### src/rtl/mem_pkg.sv
// Shared types and widths for the RAM-side fetch and load/store ports.
// Byte-wide RAM bus, 32-bit instruction/data words.
package mem_pkg;

  typedef enum logic {
    ST_IDLE  = 1'b0,
    ST_FETCH = 1'b1
  } state_e;

  localparam int BYTE_CNT_W = 3;
  localparam int DATA_W     = 8;
  localparam int WORD_W     = 32;
  localparam int WORD_BYTES = WORD_W / DATA_W;

endpackage

### src/rtl/word_assembler.sv
// Collects RAM bytes into a little-endian word, one lane per capture.
// Cleared at the start of each transfer so unwritten lanes read as 0.
module word_assembler
  import mem_pkg::*;
(
  input  logic              clk,
  input  logic              rst,
  input  logic              clr,
  input  logic              cap,
  input  logic [1:0]        lane,
  input  logic [DATA_W-1:0] din,
  output logic [WORD_W-1:0] word
);

  // Lane register: clear on a new transfer, else drop din into its lane.
  always_ff @(posedge clk or negedge rst) begin
    if (!rst) begin
      word <= '0;
    end else if (clr) begin
      word <= '0;
    end else if (cap) begin
      word[{lane, 3'b000} +: DATA_W] <= din;
    end
  end

endmodule

### src/rtl/if_mem_port.sv
// Fetch-side RAM port: reads four bytes from pc, returns one word.
// Yields the bus to load/store and drops in-flight work on flush.
module if_mem_port
  import mem_pkg::*;
#(
  parameter int ADDR_W = 32
) (
  input  logic              clk,
  input  logic              rst,
  input  logic              req,
  input  logic [ADDR_W-1:0] req_pc,
  input  logic              flush,
  input  logic              ls_busy,
  input  logic [DATA_W-1:0] mem_din,
  output logic [ADDR_W-1:0] mem_a,
  output logic              mem_rd_en,
  output logic              ok,
  output logic              almost_ok,
  output logic [WORD_W-1:0] dt,
  output logic [ADDR_W-1:0] ipc,
  output logic              busy
);

  localparam logic [BYTE_CNT_W-1:0] CNT_FULL =
    BYTE_CNT_W'(WORD_BYTES);
  localparam logic [BYTE_CNT_W-1:0] CNT_LAST =
    BYTE_CNT_W'(WORD_BYTES - 1);

  state_e                state_q;
  state_e                state_d;
  logic [ADDR_W-1:0]     pc_q;
  logic [BYTE_CNT_W-1:0] issue_cnt;
  logic [BYTE_CNT_W-1:0] rcv_cnt;
  logic                  pend_q;
  logic                  almost_q;
  logic [WORD_W-1:0]     asm_word;

  logic accept;
  logic issue;
  logic cap;
  logic last;

  assign accept = (state_q == ST_IDLE) & req
                & ~flush & ~ls_busy;
  assign issue  = (state_q == ST_FETCH) & ~flush
                & ~ls_busy & (issue_cnt < CNT_FULL);
  // pend_q marks that mem_din carries a byte we asked for.
  assign cap    = pend_q & ~flush;
  assign last   = cap & (rcv_cnt == CNT_LAST);

  // A flush in the final-byte cycle kills the early warning too.
  assign almost_ok = almost_q & ~flush;

  // Next state: leave IDLE on accept, FETCH on last byte or flush.
  always_comb begin
    state_d = state_q;
    unique case (state_q)
      ST_IDLE:  if (accept) state_d = ST_FETCH;
      ST_FETCH: if (flush || last) state_d = ST_IDLE;
    endcase
  end

  // State register.
  always_ff @(posedge clk or negedge rst) begin
    if (!rst) begin
      state_q <= ST_IDLE;
    end else begin
      state_q <= state_d;
    end
  end

  // Latched PC and issue/receive byte counters.
  always_ff @(posedge clk or negedge rst) begin
    if (!rst) begin
      pc_q      <= '0;
      issue_cnt <= '0;
      rcv_cnt   <= '0;
    end else if (accept) begin
      pc_q      <= req_pc;
      issue_cnt <= '0;
      rcv_cnt   <= '0;
    end else if (flush) begin
      issue_cnt <= '0;
      rcv_cnt   <= '0;
    end else begin
      if (issue) issue_cnt <= issue_cnt + 1'b1;
      if (cap)   rcv_cnt   <= rcv_cnt + 1'b1;
    end
  end

  // RAM address/enable, return tracking and fetch responses.
  always_ff @(posedge clk or negedge rst) begin
    if (!rst) begin
      mem_a     <= '0;
      mem_rd_en <= 1'b0;
      pend_q    <= 1'b0;
      almost_q  <= 1'b0;
      ok        <= 1'b0;
      dt        <= '0;
      ipc       <= '0;
      busy      <= 1'b0;
    end else begin
      mem_rd_en <= issue;
      if (issue) begin
        mem_a <= pc_q + ADDR_W'(issue_cnt);
      end
      pend_q   <= mem_rd_en & ~flush;
      almost_q <= mem_rd_en & ~flush
                & (issue_cnt == CNT_FULL);
      ok       <= last;
      // Lane 3 of asm_word is still 0 here; byte 3 comes from din.
      if (last) begin
        dt  <= asm_word
             | {mem_din, {(WORD_W - DATA_W){1'b0}}};
        ipc <= pc_q;
      end
      busy <= (state_d == ST_FETCH);
    end
  end

  word_assembler u_asm (
    .clk  (clk),
    .rst  (rst),
    .clr  (accept),
    .cap  (cap),
    .lane (rcv_cnt[1:0]),
    .din  (mem_din),
    .word (asm_word)
  );

endmodule

### config.mk
export PLATFORM = sky130hd
export DESIGN_NAME = if_mem_port
export DESIGN_NICKNAME = d
export VERILOG_FILES = /design/src/rtl/mem_pkg.sv /design/src/rtl/word_assembler.sv /design/src/rtl/if_mem_port.sv
export SDC_FILE = /design/constraint.sdc
export NUM_CORES = 1
export LEC_CHECK = 0
export CORE_UTILIZATION = 30
export CTS_CLUSTER_DIAMETER = 40
export DETAILED_ROUTE_END_ITERATION = 7
export PLACE_DENSITY = 0.5
export REMOVE_ABC_BUFFERS = 1
export SLEW_MARGIN = 20
export SYNTH_ARGS = -nofsm -noshare
export SYNTH_HDL_FRONTEND = slang
export SYNTH_SLANG_ARGS = --single-unit
### constraint.sdc
create_clock -name clk -period 2.3 [get_ports clk]
set_input_delay 0.46 -clock clk [delete_from_list [all_inputs] [get_ports clk]]
set_output_delay 0.46 -clock clk [all_outputs]
set_load 0.1 [all_outputs]
==> results of run 1 <==
-- per-layer routing --
layer / vias to the layer above / share of wire / global-route usage
li1: 2319 / - / -
met1: 2431 / 0.44 / 0.189
met2: 138 / 0.48 / 0.241
met3: 9 / 0.078 / 0.0595
met4: 0 / 0.0064 / 0.0350
met5: - / 0 / 0
-- power groups by stage --
| stage | sequential [mW] | combinational (mW) | clock (mW) |
|---|---|---|---|
| CTS | 3.70 | 2.74 | 2.77 |
| finish | 3.69 | 2.72 | 2.68 |
| detailed placement | 3.75 | 2.73 | 0 |
| global placement | 3.74 | 2.72 | 0 |
| global route | 3.75 | 2.85 | 2.90 |
| floorplan | 5.21 | 0.494 | 0 |
-- sequential cells by signal, indices dropped and copies added, names as in the netlist, 3 cells and up --
register / cells
dt: 32
ipc: 32
mem_a: 32
pc_q: 32
u_asm.word: 32
issue_cnt: 3
rcv_cnt: 3
-- final timing paths --
| kind | end | slack [ns] | depth (start not counted) |
|---|---|---|---|
| max | mem_a[18]$_DFFE_PN0P_ | 0.25 | 9 |
| min reg2reg | dt[24]$_DFFE_PN0P_ | 0.49 | 2 |
| max in group asynchronous | mem_a[28]$_DFFE_PN0P_ | 1.12 | 3 |
| min in group asynchronous | u_asm.word[6]$_DFFE_PN0P_ | 0.53 | 2 |
| min | dt[24]$_DFFE_PN0P_ | 0.49 | 2 |
| max reg2reg | mem_a[18]$_DFFE_PN0P_ | 0.25 | 9 |
-- area by class of cell --
class | count | area share
clock buffers | 20 | 0.0480
repair buffers | 173 | 0.160
multi-input cells | 354 | 0.286
flip-flops and latches | 171 | 0.450
clock inverters | 12 | 0.00933
inverters | 9 | 0.00500
well taps | 319 | 0.0419
-- stage by stage --
stage / util / total power, mW / TNS (ns)
6_report: 0.407 / 9.08 / 0
3_3_place_gp: 0.383 / 6.46 / -0.742
2_1_floorplan: - / 5.70 / -183.99
3_5_place_dp: 0.383 / 6.49 / -2.48
5_1_grt: 0.407 / 9.50 / 0
4_1_cts: 0.406 / 9.21 / 0
-- kinds of logic (layout without fill, tap and decap cells) --
kind of cell | Yosys count | count (layout) | share of synthesized area
adder cells (fa/ha/maj) | 13 | 13 | 0.0238
multiplexers | 87 | 87 | 0.137
AO/OA/AOI/OAI | 89 | 89 | 0.0806
AND/OR/NAND/NOR | 136 | 136 | 0.102
XOR/XNOR | 29 | 29 | 0.0355
flip-flops | 171 | 171 | 0.598
buffers and inverters | 32 | 214 | 0.0238
-- cells in the final DEF (no fill, tap or decap), types with 10 or more instances in the layout --
cell type and count:
a21oi_1 32, a22o_1 24, buf_4 119, clkbuf_16 17
clkdlybuf4s50_1 43, dfrtp_1 171, ha_1 12, mux2_2 78
nand2_1 25, nand4_1 13, nor2_1 53, xnor2_1 10
xor2_1 19
-- timing repair --
item | 4_1_cts | 5_1_grt
hold buffers | 1 | 0
endpoints found under the setup margin | 0 | 8
endpoints found under the hold margin | 40 | 0
buffers inserted | 0 | 1
-- worst register-to-register path, stage by stage, from the launching register on --
cell     delay (ns)
dfrtp_1        0.39
ha_1           0.25
fa_1           0.41
a21oi_1        0.16
buf_4          0.15
nor4b_4        0.04
buf_4          0.17
nand3_1        0.10
xor2_1         0.15
a21oi_1        0.09
==> results.yml, run 1 <==
power:
  combPwrFrac: 0.299
  pwr-share-clk: 0.295
  pwr-share-seq: 0.406
  vdd_drop_max_mv: 0.431
  swShare: 0.397
  p_leak_nw: 4.40
  p_int_mw: 5.47
  p_per_area_nw_per_um2: 954
  p_switching_mw: 3.61
critical_path:
  critPathKind: "reg2reg"
  critPathTopFamily: "adder cells"
  max_stage_delay_ns: 0.41
  required_ns: 2.59
  setup.worst_path.start: "pc_q[0]$_DFFE_PN0P_"
  reg2reg_from: "pc_q[0]$_DFFE_PN0P_"
  crit_chain: "ha_1 > fa_1 > a21oi_1 > buf_4 > nor4b_4 > buf_4 > nand3_1 > xor2_1 > a21oi_1"
  slowest_stage: "fa_1"
  crit_arrival_ns: 2.34
  start_kind: "register"
  crit_path_end_kind: "register"
  path_buf_inv: 2
  cp_max_fo: 8
yosys:
  ys_ff_latch: 171
  netlist_area_um2: 7160
  yosys_warnings: 0
  synthCells: 557
  synth_most_common_cell: "dfrtp_1"
  yosys-top-cells-area: "dfrtp_1, mux2_2, a22o_1"
  synth_top_area_frac: 0.598
  synth_edf_count: 0
  synthTopCellsByCount: "dfrtp_1, mux2_2, nor2_1"
  syn_avg_cell_area_um2: 12.8
  seq_area_frac_synth: 0.598
  synthFlopType: "dfrtp_1"
  async_flop_share: 1.00
  yosys.area.top_type: "dfrtp_1"
  synth.distinct_cells: 49
finish:
  layout.area.seq_um2: 4280
  drive_above_1_share: 0.342
  antennaDiodeCount: 0
  multiInputGateArea_um2: 2720
  num-fill-cells: 2286
  area_growth_pct: 33.0
  final_area_um2: 9520
  final_nets: 784
  instances_no_fill: 1058
timing:
  fin_crit_ns: 2.05
  finalHoldViolations: 0
  fin_skew_ns: 0.0120
  worst_pin_slew_ns: 0.700
  setup_viol: 0
  rsz0062_at_grt: "false"
  layout_worst_path_cycle_share: 0.889
  whs_ns: 0.490
  slew_violations: 0
  maxSlewHeadroom: 0.533
  setup_ws_ns: 0.255
  max_freq_mhz: 489
clock_network:
  cts_sinks: 171
  root_buffer: "clkbuf_16"
  clk_path_buf_depth: 2
  numCtsBuffers: 17
  clk_pin_slew_ns: 0.07
  post_cts_resize_count: 0
  cts-htree-levels: 4
  insertion_delay_ns: 0.42
  cts_tree: "built"
detailed_routing:
  drt_pass1_iterations: 4
  ant_nets: 0
  vias: 4897
  first_iter_violations: 206
  routed_wl_mm: 17.2
  via_per_inst: 4.63
  wl_per_cell_um: 16.2
  drc_errors: 0
run:
  maxCapViolCount: 0
grt:
  grt_pass1_vias: 5222
  grt_max_degree: 55
  grt.total_usage: 0.150
  grt.overflow.total: 0
  antenna_found_initial: 0
  grt_pass1_wl_mm: 28.3
place:
  pre_cts_slack_ns: -0.125
  gp_congestion: 0.730
  portBuffers: 144
  post_dp_cell_area_um2: 8950
  dp_cells: 1024
  dp_hpwl_mm: 12.0
min_path:
  holdCritPathClass: "reg2reg"
  hold_start: "dt[24]$_DFFE_PN0P_"
die:
  die-area_um2: 24500
  ios: 145
  initial_core_util: 0.306
  core_um2: 23400
  num_rows: 56
  die_w_um: 156
  die_h_um: 156
status:
  status: "finished clean"
Power figures use the tool's default switching activity.
==> run 2: changes to the inputs <==
- CORE_MARGIN: not set -> 5
- SETUP_SLACK_MARGIN: not set -> 0.02
==> results.yml, run 2 (same netlist as run 1, synthesis figures left out) <==
clock_network:
  clk_pin_slew_ns: 0.06
  numCtsBuffers: 17
  cts-htree-levels: 4
  clk_path_buf_depth: 2
  post_cts_resize_count: 0
  insertion_delay_ns: 0.43
  cts_sinks: 171
  root_buffer: "clkbuf_16"
  cts_tree: "built"
power:
  pwr-share-seq: 0.401
  swShare: 0.388
  vdd_drop_max_mv: 0.475
  p_int_mw: 5.66
  p_leak_nw: 4.44
  pwr-share-clk: 0.308
  p_per_area_nw_per_um2: 965
  combPwrFrac: 0.291
  p_switching_mw: 3.59
  p_total_mw: 9.26
finish:
  layout_common_cells: "dfrtp_1, buf_4, mux2_2, nor2_1, clkdlybuf4s50_1"
  final_nets: 785
  layout.area.seq_um2: 4280
  num-fill-cells: 2225
  final_area_um2: 9590
  final_common_cell: "dfrtp_1"
  antennaDiodeCount: 0
  multiInputGateArea_um2: 2720
  area_growth_pct: 34.0
  drive_above_1_share: 0.342
die:
  die_h_um: 164
  num_rows: 56
  die-area_um2: 27000
  core_um2: 23500
  initial_core_util: 0.305
  ios: 145
  die_w_um: 164
critical_path:
  crit_arrival_ns: 2.37
  crit_path_end_kind: "register"
  start_kind: "register"
  cp_max_fo: 8
  critPathKind: "reg2reg"
  required_ns: 2.60
detailed_routing:
  drt_pass1_iterations: 4
  routed_wl_mm: 17.6
  drc_errors: 0
  via_per_inst: 4.64
  wl_per_cell_um: 16.6
  vias: 4912
  ant_nets: 0
  first_iter_violations: 147
place:
  pre_cts_slack_ns: -0.0857
  gp_congestion: 0.765
  dp_hpwl_mm: 12.9
  post_dp_cell_area_um2: 8990
  portBuffers: 144
timing:
  whs_ns: 0.485
  fin_crit_ns: 2.07
  fin_tns_setup_ns: 0
  maxSlewHeadroom: 0.526
  layout_worst_path_cycle_share: 0.902
  max_freq_mhz: 482
  fin_skew_ns: 0.0113
  setup_viol: 0
  worst_pin_slew_ns: 0.711
  rsz0062_at_grt: "false"
  slew_violations: 0
  finalHoldViolations: 0
  setup_ws_ns: 0.226
grt:
  grt.total_usage: 0.135
  grt_max_degree: 56
  grt.overflow.total: 0
  antenna_found_initial: 1
  grt_pass1_wl_mm: 28.6
  grt_pass1_vias: 5265
min_path:
  holdCritPathClass: "reg2reg"
status:
  status: "finished clean"
run:
  maxCapViolCount: 0
==> run 2: cell types whose count changed in the layout (fill, tap and decap cells not counted) <==
cell / delta
clkbuf_1: +1
buf_4: -1
inv_6: -1
clkinv_4: +2
clkinvlp_4: -2
clkbuf_8: -1
bufinv_16: +2
clkinv_2: -1
buf_12: +2
==> run 2: through the flow <==
step	util	std cells
6_report	0.409	1059
3_5_place_dp	0.383	1025
5_1_grt	0.409	1059
3_3_place_gp	0.383	1025
4_1_cts	0.408	1058
2_1_floorplan	-	534
==> run 2: timing repair <==
item / CTS / global route
hold buffers: 1 / 0
hold endpoints to repair: 9 / 0
buffers inserted: 0 / 1
endpoints found under the setup margin: 0 / 8
==> run 2: power groups by stage <==
| stage | Combinational (mW) | Sequential, mW | Clock (mW) |
|---|---|---|---|
| global placement | 2.69 | 3.77 | 0 |
| global route | 2.82 | 3.78 | 3.08 |
| finish | 2.69 | 3.71 | 2.85 |
| floorplan | 0.494 | 5.21 | 0 |
| detailed placement | 2.71 | 3.78 | 0 |
| CTS | 2.72 | 3.73 | 2.94 |
==> run 2: final timing paths <==
| check | cells past startpoint | startpoint | endpoint | slack, ns |
|---|---|---|---|---|
| setup / recovery | 9 | pc_q[0]$_DFFE_PN0P_ | mem_a[24]$_DFFE_PN0P_ | 0.23 |
| hold / removal | 2 | dt[25]$_DFFE_PN0P_ | dt[25]$_DFFE_PN0P_ | 0.49 |
| setup reg to reg | 9 | pc_q[0]$_DFFE_PN0P_ | mem_a[24]$_DFFE_PN0P_ | 0.23 |
| hold reg to reg | 2 | dt[25]$_DFFE_PN0P_ | dt[25]$_DFFE_PN0P_ | 0.49 |
| max in group asynchronous | 3 | rst | dt[1]$_DFFE_PN0P_ | 1.02 |
| min in group asynchronous | 2 | rst | u_asm.word[2]$_DFFE_PN0P_ | 0.57 |
==> run 2: layout make-up <==
cell class / count / share of cell area
Clock buffer: 20 / 0.0466
Clock inverter: 12 / 0.0144
Inverter: 9 / 0.00496
Multi-Input combinational cell: 354 / 0.284
Sequential cell: 171 / 0.446
Tap cell: 319 / 0.0416
Timing Repair Buffer: 174 / 0.162
==> run 2: critical path, stage by stage (launching register included) <==
cell     delay [ns]
dfrtp_1        0.39
ha_1           0.25
fa_1           0.41
a21oi_1        0.19
buf_4          0.16
nor4b_4        0.04
buf_4          0.17
nand4_1        0.11
xor2_1         0.15
a21oi_1        0.08
==> run 2: routing by layer <==
layer | global-route usage | vias up | share of wire
li1 | - | 2322 | -
met1 | 0.172 | 2454 | 0.44
met2 | 0.219 | 117 | 0.48
met3 | 0.0434 | 17 | 0.067
met4 | 0.0431 | 2 | 0.011
met5 | 0 | - | 0.00063
